===== src/rtl/lsu_mem_unit.sv =====
// Memory-stage load/store unit: turns execute-stage requests into word-aligned
// req/gnt/rvalid data-memory transactions and returns extended load data to write-back.
module lsu_mem_unit #(
  parameter int unsigned TIMEOUT = 16
) (
  input  logic        clk,
  input  logic        rst_n,
  input  logic        req_valid,
  input  logic        req_we,
  input  logic [2:0]  func3,
  input  logic [31:0] addr,
  input  logic [31:0] store_data,
  output logic        stall,
  output logic [31:0] load_data,
  output logic        load_valid,
  output logic        access_err,
  output logic        mem_req,
  output logic        mem_we,
  output logic [31:0] mem_addr,
  output logic [31:0] mem_wdata,
  output logic [3:0]  mem_wstrb,
  input  logic        mem_gnt,
  input  logic        mem_rvalid,
  input  logic [31:0] mem_rdata,
  output logic [1:0]  dbg_state
);

  typedef enum logic [1:0] {
    S_IDLE = 2'd0,
    S_REQ  = 2'd1,
    S_RESP = 2'd2,
    S_DONE = 2'd3
  } state_e;

  localparam int unsigned CW = $clog2(TIMEOUT + 1);
  localparam logic [CW-1:0] TIMEOUT_L = CW'(TIMEOUT);

  state_e        state_q, state_d;
  logic [CW-1:0] cnt_q, cnt_d, cnt_inc;
  logic          err_q;
  logic          we_q;
  logic [2:0]    f3_q;
  logic [1:0]    off_q;
  logic [31:0]   mem_addr_q, mem_wdata_q, load_data_q;
  logic [3:0]    mem_wstrb_q;

  logic          op_legal, op_misal;
  logic [3:0]    wstrb_new;
  logic [31:0]   wdata_new;
  logic [31:0]   rd_shift, rd_ext;
  logic          accept, capture, timeout_hit;

  // Request decode: width/sign legality and natural alignment.
  always_comb begin
    op_legal = 1'b0;
    case (func3)
      3'b000, 3'b001, 3'b010: op_legal = 1'b1;
      3'b100, 3'b101:         op_legal = ~req_we;
      default:                op_legal = 1'b0;
    endcase
    op_misal = ((func3[1:0] == 2'b01) && addr[0]) ||
               ((func3[1:0] == 2'b10) && (addr[1:0] != 2'b00));
  end

  always_comb begin
    wstrb_new = 4'b0000;
    wdata_new = 32'h0;
    if (req_we) begin
      case (func3[1:0])
        2'b00: begin
          wstrb_new = 4'b0001 << addr[1:0];
          wdata_new = {4{store_data[7:0]}};
        end
        2'b01: begin
          wstrb_new = 4'b0011 << addr[1:0];
          wdata_new = {2{store_data[15:0]}};
        end
        default: begin
          wstrb_new = 4'b1111;
          wdata_new = store_data;
        end
      endcase
    end
  end

  // Load lane extraction uses the offset and width latched at request time.
  always_comb begin
    rd_shift = mem_rdata >> {off_q, 3'b000};
    case (f3_q)
      3'b000:  rd_ext = {{24{rd_shift[7]}}, rd_shift[7:0]};
      3'b001:  rd_ext = {{16{rd_shift[15]}}, rd_shift[15:0]};
      3'b100:  rd_ext = {24'h0, rd_shift[7:0]};
      3'b101:  rd_ext = {16'h0, rd_shift[15:0]};
      default: rd_ext = rd_shift;
    endcase
  end

  // Handshake: mem_req stays high through REQ; the request is taken in a cycle
  // with mem_gnt=1. Read data is accepted in any REQ/RESP cycle where the grant
  // has happened (same cycle or later) and mem_rvalid=1; rvalid elsewhere is ignored.
  assign cnt_inc = cnt_q + 1'b1;

  always_comb begin
    state_d     = state_q;
    cnt_d       = cnt_q;
    stall       = 1'b0;
    mem_req     = 1'b0;
    load_valid  = 1'b0;
    access_err  = 1'b0;
    accept      = 1'b0;
    capture     = 1'b0;
    timeout_hit = 1'b0;
    case (state_q)
      S_IDLE: begin
        if (req_valid) begin
          if (!op_legal || op_misal) begin
            access_err = 1'b1;
          end else begin
            stall   = 1'b1;
            accept  = 1'b1;
            cnt_d   = '0;
            state_d = S_REQ;
          end
        end
      end
      S_REQ: begin
        mem_req = 1'b1;
        stall   = 1'b1;
        cnt_d   = cnt_inc;
        if (mem_gnt && we_q) begin
          state_d = S_DONE;
        end else if (mem_gnt && mem_rvalid) begin
          capture = 1'b1;
          state_d = S_DONE;
        end else if (cnt_inc == TIMEOUT_L) begin
          timeout_hit = 1'b1;
          state_d     = S_DONE;
        end else if (mem_gnt) begin
          state_d = S_RESP;
        end
      end
      S_RESP: begin
        stall = 1'b1;
        cnt_d = cnt_inc;
        if (mem_rvalid) begin
          capture = 1'b1;
          state_d = S_DONE;
        end else if (cnt_inc == TIMEOUT_L) begin
          timeout_hit = 1'b1;
          state_d     = S_DONE;
        end
      end
      S_DONE: begin
        load_valid = ~we_q & ~err_q;
        access_err = err_q;
        state_d    = S_IDLE;
      end
      default: state_d = S_IDLE;
    endcase
  end

  always_ff @(posedge clk or negedge rst_n) begin
    if (!rst_n) begin
      state_q     <= S_IDLE;
      cnt_q       <= '0;
      err_q       <= 1'b0;
      we_q        <= 1'b0;
      f3_q        <= 3'b000;
      off_q       <= 2'b00;
      mem_addr_q  <= 32'h0;
      mem_wdata_q <= 32'h0;
      mem_wstrb_q <= 4'b0000;
      load_data_q <= 32'h0;
    end else begin
      state_q <= state_d;
      cnt_q   <= cnt_d;
      if (accept) begin
        err_q       <= 1'b0;
        we_q        <= req_we;
        f3_q        <= func3;
        off_q       <= addr[1:0];
        mem_addr_q  <= {addr[31:2], 2'b00};
        mem_wdata_q <= wdata_new;
        mem_wstrb_q <= wstrb_new;
      end
      if (capture) begin
        load_data_q <= rd_ext;
      end
      if (timeout_hit) begin
        err_q       <= 1'b1;
        load_data_q <= 32'h0;
      end
    end
  end

  assign mem_we    = we_q;
  assign mem_addr  = mem_addr_q;
  assign mem_wdata = mem_wdata_q;
  assign mem_wstrb = mem_wstrb_q;
  assign load_data = load_data_q;
  assign dbg_state = state_q;

endmodule


===== config.mk =====
export PLATFORM = sky130hd
export DESIGN_NAME = lsu_mem_unit
export DESIGN_NICKNAME = d
export VERILOG_FILES = /design/src/rtl/lsu_mem_unit.sv
export SDC_FILE = /design/constraint.sdc
export NUM_CORES = 1
export LEC_CHECK = 0
export ABC_AREA = 1
export BUFFER_PORTS_ARGS = -buffer_cell sky130_fd_sc_hd__buf_2
export CAP_MARGIN = 20
export CORE_MARGIN = 8
export CORE_UTILIZATION = 35
export CTS_CLUSTER_DIAMETER = 80
export DETAILED_ROUTE_END_ITERATION = 10
export PLACE_DENSITY = 0.71
export RECOVER_POWER = 50
export SLEW_MARGIN = 20
export SYNTH_ARGS = -nofsm -noshare
export SYNTH_HDL_FRONTEND = slang
export SYNTH_SLANG_ARGS = --single-unit

===== constraint.sdc =====
create_clock -name clk -period 2.2 [get_ports clk]
set_input_delay 0.22 -clock clk [delete_from_list [all_inputs] [get_ports clk]]
set_output_delay 0.22 -clock clk [all_outputs]
set_load 0.02 [all_outputs]

==> results.cfg, run 1 <==
[global_routing]
grt_max_degree = 57
grt_pass1_vias = 5652
groute.usage.overall = 0.1778
gr-total-overflow = 0
antenna_found_initial = 1
grt_pass1_wl_mm = 29.05

[floorplanning]
num_io_pins = 212
die_area_um2 = 20730
start_util = 0.3596
core_um2 = 15940
rows = 46
chipHeight_um = 144.0
die_width_um = 144.0

[timing]
final-max-slew-violation-count = 0
max_freq_ghz = 0.4923
hold_viol_final = 0
rsz0062_at_grt = no
skew_ns = 0.009343
relSlewSlack = 0.2145
post-route-period-util = 0.9234
fin_tns_setup_ns = 0
fin_crit_ns = 2.031
finalSetupViolCount = 0
worst_pin_slew_ns = 1.178

[synthesis]
syn-instance-count = 764
yosysTopAreaCell = dfrtp_1
ys_seq_area_frac = 0.4889
synth_cell_type_count = 33
synth-main-ff-cell = dfrtp_1
synthArstFlopShare = 1.000
yosys_warnings = 0
netlist.area_leader.share = 0.4889
synth_edf_count = 0
synth_area_um2 = 5733
synth.area.top_cells = dfrtp_1 49%, nand2_1 23%, nand3_1 3.9%
synth.avg_cell_area_um2 = 7.504
ys_seq_elements = 112

[critical_path]
r2r-end = load_data[23]$_DFFE_PN0P_
required_ns = 1.98
crit_path_end = stall
crit_type = reg2out
r2r_cells = 8
rr_startpoint = dbg_state[0]$_DFFE_PN0P_
cp-end-kind = output pin
worstPathArrival_ns = 1.81
crit_start = dbg_state[0]$_DFFE_PN0P_
crit_fanout = 6
start_kind = flop
ff2ff_setup_slack_ns = 0.23

[pwr]
total_power_w = 0.01046
irDropWorstVdd_mv = 0.6366
p_leak_nw = 3.793
p_per_area_nw_per_um2 = 1461

[clocking]
insertion_delay_ns = 0.35
ctsLongestPathBuffers = 2
clk_pin_slew_worst_paths_ns = 0.07
htreeDepth = 3
tritoncts = yes
cts_setup_buffers = 0
clock-root-buffer = clkbuf_16
clock_sinks = 112
cts_buffers = 9

[placement]
dp.cells = 1167
portBuffers = 209
gp_congestion = 0.8404
place_area_um2 = 6984
place_hpwl_mm = 13.74

[cells_and_area]
fin_nets = 1074
fin_area_um2 = 7161
stdcell_count = 1184
num_antenna_cells = 0
final_common_cell = nand2_1
drive_above_1_share = 0.1787
final_util = 0.4491
final_cell_mix = 358 x nand2_1, 112 x dfrtp_1, 110 x buf_2
syn2layout_area_growth_pct = 24.90

[job]
drv_cap = 0

[drt]
totalWireLength_mm = 18.27
vias = 5609
vias_per_cell = 4.737
antenna_left = 0
wl_per_cell_um = 15.43
route.detailed.drc = 0
drt_iter0_drc = 274
first_pass_iters = 5

[outcome]
status = finished clean

[min_path]
min_path_type = in2reg
[synth_stat cells (7+ instances only)]
library cell and number:
dfrtp_1 112, buf_2 18, or2_2 16, nor2_1 55
a21oi_1 27, nand2_1 358, inv_1 23, o21ai_1 9
buf_4 9, nand3_1 45, clkbuf_1 8, mux2i_1 7
o21ai_0 29, nor3_1 9
[registers in the layout, summed over array words and instances (netlist names)]
name       count
cnt_q          5
mem_wdata     32
mem_wstrb      4
load_data     32
off_q          2
err_q          1
dbg_state      2
mem_addr      30
f3_q           3
mem_we         1
[kinds of logic after synthesis]
family | synth area share
xor+xnor | 0.001528
compound gates | 0.06744
fa+ha+maj | 0.01309
other cells | 0.0006541
flops | 0.4889
buf+inv | 0.06089
mux | 0.01222
simple gates | 0.3553
[layer usage]
metal	global-route usage	vias up	wire length [um]
met3	0.05803	26	2064
li1	-	2793	-
met1	0.2192	2548	7488
met5	0	-	13
met4	0.06419	2	335
met2	0.2851	240	8371
[area by class of cell]
type                            count  area (um2)
Clock buffer                       11       232.7
Clock inverter                      5       56.30
Fill cell                        1697        8782
Inverter                           30       112.6
Timing Repair Buffer              227        1094
Tap cell                          216       270.3
Multi-Input combinational cell    583        2592
Sequential cell                   112        2803
[report_power, final]
| group | internal [W] | switching (W) |
|---|---|---|
| logic | 0.00161 | 0.00358 |
| clock network | 0.000886 | 0.000767 |
| registers | 0.00301 | 0.000612 |
| total | 0.00550 | 0.00496 |
[worst max-delay path, stage by stage, from the launching register on]
cell	delay, ns
dfrtp_1	0.43
inv_1	0.11
ha_1	0.44
inv_1	0.14
a21oi_1	0.16
buf_2	0.19
[what timing repair did]
action,in CTS,in global routing
hold buffers,1,0
endpoints found under the hold margin,41,0
setup endpoints to repair,0,17
resized for setup,0,1
[worst min-delay path by stage]
| stage | start | endpoint | slack [ns] | cells past startpoint |
|---|---|---|---|---|
| floorplan | rst_n | cnt_q[0]$_DFFE_PN0P_ | -0.08 | 0 |
| global placement | rst_n | mem_wdata[1]$_DFFE_PN0P_ | 0.27 | 1 |
| detailed placement | rst_n | mem_wdata[18]$_DFFE_PN0P_ | 0.27 | 1 |
| CTS | addr[16] | mem_addr[16]$_DFFE_PN0P_ | 0.04 | 3 |
| global route | addr[15] | mem_addr[15]$_DFFE_PN0P_ | 0.05 | 3 |
| finish | addr[29] | mem_addr[29]$_DFFE_PN0P_ | 0.06 | 3 |
[metrics by stage]
| stage | setup slack [ns] | hold WS (ns) |
|---|---|---|
| 6_report | 0.1686 | 0.05958 |
| 4_1_cts | 0.1332 | 0.04044 |
| 3_5_place_dp | 0.1455 | 0.2741 |
| 3_3_place_gp | 0.2922 | 0.2715 |
| 2_1_floorplan | 0.2434 | -0.07559 |
| 5_1_grt | 0.02201 | 0.05448 |
Power figures use the tool's default switching activity.
==> inputs of run 2 (changes only) <==
==> constraint.sdc (replaced) <==
create_clock -name clk -period 2.2 [get_ports clk]
set_input_delay 0.11 -clock clk [delete_from_list [all_inputs] [get_ports clk]]
set_output_delay 0.11 -clock clk [all_outputs]
set_load 0.02 [all_outputs]
==> run 2 against run 1 <==
  * Sequential share of layout area is 1.9 points lower
  * Global-route usage is 0.35 points higher
  * Power is 1.5% higher
  * Utilization is 2.2 points higher
  * Flip-flop and latch count stayed put
  * Cell count is 3.0% higher
  * Largest power group unchanged
==> results.cfg, run 2 (synthesis gave the netlist of run 1 again) <==
[cells_and_area]
stdcell_count = 1219
drive_above_1_share = 0.1735
final_common_cell = nand2_1
syn2layout_area_growth_pct = 31.12
num-fill-cells = 1658
fin_nets = 1109
final_cell_mix = 358 x nand2_1, 112 x dfrtp_1, 111 x buf_2
num_antenna_cells = 0

[clocking]
ctsLongestPathBuffers = 2
clock-root-buffer = clkbuf_16
insertion_delay_ns = 0.35
cts_buffers = 9
cts_setup_buffers = 0
clock_sinks = 112
clk_pin_slew_worst_paths_ns = 0.08
tritoncts = yes
htreeDepth = 3

[critical_path]
crit_start = dbg_state[1]$_DFFE_PN0P_
start_kind = flop
required_ns = 2.09
worstPathArrival_ns = 1.89
crit_fanout = 47
cp-end-kind = output pin
crit_type = reg2out
rr_startpoint = dbg_state[0]$_DFFE_PN0P_

[placement]
place_hpwl_mm = 13.73
portBuffers = 209
dp.cells = 1166
gp_congestion = 0.8145

[pwr]
intPower_w = 0.005565
clkPwrFrac = 0.161
irDropWorstVdd_mv = 0.5958
p_leak_nw = 3.944
comb_power_share = 0.497
switching_share = 0.4758
p_per_area_nw_per_um2 = 1412
seqPwrFrac = 0.342
power_switching_w = 0.005052

[global_routing]
grt_pass1_wl_mm = 29.79
grt_max_degree = 57
gr-total-overflow = 0
groute.usage.overall = 0.1813
grt_util_met3 = 0.05176
use_met1 = 0.2307
grt_util_met2 = 0.2903
busiest_layer = met2
antenna_found_initial = 1
grt_pass1_vias = 5924

[timing]
relSlewSlack = 0.2681
worst_pin_slew_ns = 1.098
rsz0062_at_grt = no
post-route-period-util = 0.9085
max_freq_ghz = 0.5003
skew_ns = 0.009144
finalSetupViolCount = 0
hold_viol_final = 0
fin_crit_ns = 1.999
fin_tns_setup_ns = 0
final-max-slew-violation-count = 0

[drt]
drt_iter0_drc = 452
vias_per_cell = 4.775
wl_per_cell_um = 15.50
antenna_left = 0
route.detailed.drc = 0
first_pass_iters = 6
totalWireLength_mm = 18.90
vias = 5821

[min_path]
min_path_type = in2reg
holdCritStartpoint = store_data[1]

[floorplanning]
num_io_pins = 212
rows = 46
chipHeight_um = 144.0
die_area_um2 = 20730
start_util = 0.3596
die_width_um = 144.0
core_um2 = 15940

[outcome]
status = finished clean

[job]
drv_cap = 0
-- run 2: cell types whose count changed in the layout (fill, tap and decap cells not counted), sizes merged --
cell         delta
buf             -1
clkbuf          -2
clkinv          +1
dlygate4sd3    +36
inv             +1
-- run 2: through the flow --
stage                     utilization  setup WS, ns  instance area [um2]  hold slack, ns  power (W)
after floorplan                     -        0.2434                 5737         -0.1856   0.007231
after global routing           0.4715       0.03444                 7517        0.006009    0.01147
after CTS                      0.4800        0.1413                 7652       0.0001191    0.01089
after detailed placement       0.4376        0.1646                 6977          0.1589   0.009086
final                          0.4715        0.2012                 7517         0.01923    0.01062
after global placement         0.4376        0.2837                 6977          0.1619   0.008996
-- run 2: cell type report --
| cell class | count | area, um2 | area share |
|---|---|---|---|
| multi-input cells | 583 | 2592 | 0.3449 |
| repair buffers | 262 | 1434 | 0.1907 |
| clock buffers | 9 | 225.2 | 0.02996 |
| clock inverters | 7 | 80.08 | 0.01065 |
| inverters | 30 | 112.6 | 0.01498 |
| flip-flops and latches | 112 | 2803 | 0.3728 |
| well taps | 216 | 270.3 | 0.03595 |
-- run 2: worst paths after layout --
path | endpoint | slack, ns | cells past startpoint
max | stall | 0.20 | 6
min | mem_wdata[1]$_DFFE_PN0P_ | 0.02 | 3
max reg2reg | load_data[31]$_DFFE_PN0P_ | 0.20 | 8
min reg2reg | mem_addr[12]$_DFFE_PN0P_ | 0.48 | 2
max in group asynchronous | mem_addr[11]$_DFFE_PN0P_ | 0.34 | 3
min in group asynchronous | mem_wdata[18]$_DFFE_PN0P_ | 0.53 | 2
-- run 2: power by group through the flow --
stage / clock network (W) / logic [W] / registers (W)
final: 0.00171 / 0.00527 / 0.00364
after global routing: 0.00185 / 0.00586 / 0.00376
after CTS: 0.00176 / 0.00553 / 0.00361
after detailed placement: 0 / 0.00547 / 0.00361
after global placement: 0 / 0.00537 / 0.00362
after floorplan: 0 / 0.00263 / 0.00460
-- run 2: routing by layer --
metal	vias to the layer above	wire length, um
met1	2667	7989
li1	2860	-
met3	34	1753
met2	258	8770
met4	2	372
met5	-	12
-- run 2: what timing repair did --
action                                  CTS  global route
hold buffers                             37             0
resized for setup                         0             1
endpoints found under the setup margin    0            16
hold endpoints to repair                 77             0
-- run 2: critical path, stage by stage (launching register included) --
cell     delay (ns)
dfrtp_1        0.43
inv_1          0.14
ha_1           0.27
nand3_4        0.15
buf_12         0.21
a21oi_1        0.14
buf_2          0.18
==> inputs of run 3 (changes only) <==
==> constraint.sdc (replaced) <==
create_clock -name clk -period 2.1 [get_ports clk]
set_input_delay 0.105 -clock clk [delete_from_list [all_inputs] [get_ports clk]]
set_output_delay 0.105 -clock clk [all_outputs]
set_load 0.02 [all_outputs]
==> run 3 against run 2 <==
  * Count of clock-buffer cells in the layout rose by 3
  * Setup slack got worse by 0.034 ns
  * Cell count rose by 0.16%
==> results.cfg, run 3 (synthesis gave the netlist of run 1 again) <==
[critical_path]
rr_startpoint = dbg_state[1]$_DFFE_PN0P_
cpPeakStageDelay_ns = 0.43
crit_start = dbg_state[1]$_DFFE_PN0P_
crit_path_end = load_data[31]$_DFFE_PN0P_
crit_path_top_delay_cell = dfrtp_1
cpMostUsedCell = nand2_1
ff2ff_setup_slack_ns = 0.17
start_kind = flop
crit_type = reg2reg
cp.depth = 10
crit_fanout = 28
cp-end-kind = flop
cp_top_family = simple AND/OR/NAND/NOR gates
cp_num_buf_inv = 3
required_ns = 2.37
r2r_cells = 10
worstPathArrival_ns = 2.20
cp_cell_sequence = inv_1 -> ha_1 -> nand3_1 -> nand2_1 -> nand3_2 -> inv_2 -> buf_12 -> or2_2 -> nand2_1 -> a21oi_1
r2r-end = load_data[31]$_DFFE_PN0P_

[timing]
fin_tns_setup_ns = 0
finalSetupViolCount = 0
hold_viol_final = 0
holdWs_ns = 0.02607
rsz0062_at_grt = no
fin_crit_ns = 1.933
skew_ns = 0.009257
max_freq_ghz = 0.5174
worst_slack_ns = 0.1672
worst_pin_slew_ns = 1.163
post-route-period-util = 0.9204
relSlewSlack = 0.2247
final-max-slew-violation-count = 0

[clocking]
htreeDepth = 3
clk_pin_slew_worst_paths_ns = 0.07
cts_buffers = 9
insertion_delay_ns = 0.35
ctsLongestPathBuffers = 2
clock_sinks = 112
clock-root-buffer = clkbuf_16
tritoncts = yes

[pwr]
intPower_w = 0.005752
seqPwrFrac = 0.351
switching_share = 0.4772
power_switching_w = 0.005251
p_per_area_nw_per_um2 = 1462
irDropWorstVdd_mv = 0.6642
clkPwrFrac = 0.146
comb_power_share = 0.503
p_leak_nw = 3.946

[global_routing]
grt_max_degree = 57
gr-total-overflow = 0
grt_pass1_vias = 6059
antenna_found_initial = 1
grt_pass1_wl_mm = 30.17
groute.usage.overall = 0.1839

[drt]
first_pass_iters = 5
wl_per_cell_um = 15.76
route.detailed.drc = 0
vias = 5931
vias_per_cell = 4.857
totalWireLength_mm = 19.24
antenna_left = 0
drt_iter0_drc = 367

[cells_and_area]
syn2layout_area_growth_pct = 31.27
num-fill-cells = 1692
final_cell_mix = 358 x nand2_1, 112 x dfrtp_1, 110 x buf_2
num_antenna_cells = 0
final_common_cell = nand2_1
fin_nets = 1112
drive_above_1_share = 0.1721
stdcell_count = 1221

[floorplanning]
rows = 46
core_um2 = 15940
die_width_um = 144.0
chipHeight_um = 144.0
num_io_pins = 212
die_area_um2 = 20730
start_util = 0.3596

[placement]
gp_congestion = 0.8600
dpl_worst_slack_ns = 0.09545
dp.cells = 1167
portBuffers = 209
place_hpwl_mm = 14.01

[min_path]
min_path_type = in2reg
holdCritStartpoint = store_data[2]

[job]
drv_cap = 0

[outcome]
status = finished clean
==> run 3: through the flow <==
step	power, W	utilization	area, um2
floorplan	0.007575	-	5737
global placement	0.009433	0.4381	6984
detailed placement	0.009550	0.4381	6984
CTS	0.01127	0.4786	7630
finish	0.01100	0.4721	7526
global route	0.01183	0.4721	7526
==> run 3: what timing repair did <==
action / 4_1_cts / 5_1_grt
setup endpoints to repair: 0 / 16
hold buffers: 38 / 0
endpoints found under the hold margin: 78 / 0
buffers inserted: 0 / 0
gates resized for setup: 0 / 1
==> run 3: cell type report <==
type                    instances  area, um2  share of cell area
flip-flops and latches        112       2803              0.3724
multi-input cells             583       2585              0.3435
repair buffers                265       1490              0.1980
well taps                     216      270.3             0.03591
clock buffers                  12      246.5             0.03275
inverters                      30      112.6             0.01496
clock inverters                 3      18.77            0.002494
==> run 3: how the worst min path moves through the flow <==
stage / to / cells after the start
floorplan: cnt_q[0]$_DFFE_PN0P_ / 0
finish: mem_wdata[2]$_DFFE_PN0P_ / 3
detailed placement: cnt_q[2]$_DFFE_PN0P_ / 1
CTS: mem_wdata[2]$_DFFE_PN0P_ / 3
global placement: mem_wstrb[1]$_DFFE_PN0P_ / 1
global route: mem_wdata[2]$_DFFE_PN0P_ / 3
==> run 3: power groups by stage <==
stage               clock network (W)  logic (W)  registers [W]
floorplan                           0    0.00275        0.00482
detailed placement                  0    0.00573        0.00382
finish                        0.00161    0.00553        0.00387
global placement                    0    0.00560        0.00384
CTS                           0.00166    0.00579        0.00383
global route                  0.00172    0.00612        0.00399
==> run 3: worst min-delay path, cell delays in order <==
cell and delay (ns):
buf_2 0.12, nand2_1 0.06, nand2_1 0.06
==> run 3: layer usage <==
layer,vias to the layer above,GRT usage,share of wire
met3,35,0.05407,0.10
met2,285,0.3099,0.48
li1,2868,-,-
met5,-,0,0.00052
met4,2,0.06143,0.020
met1,2741,0.2200,0.40
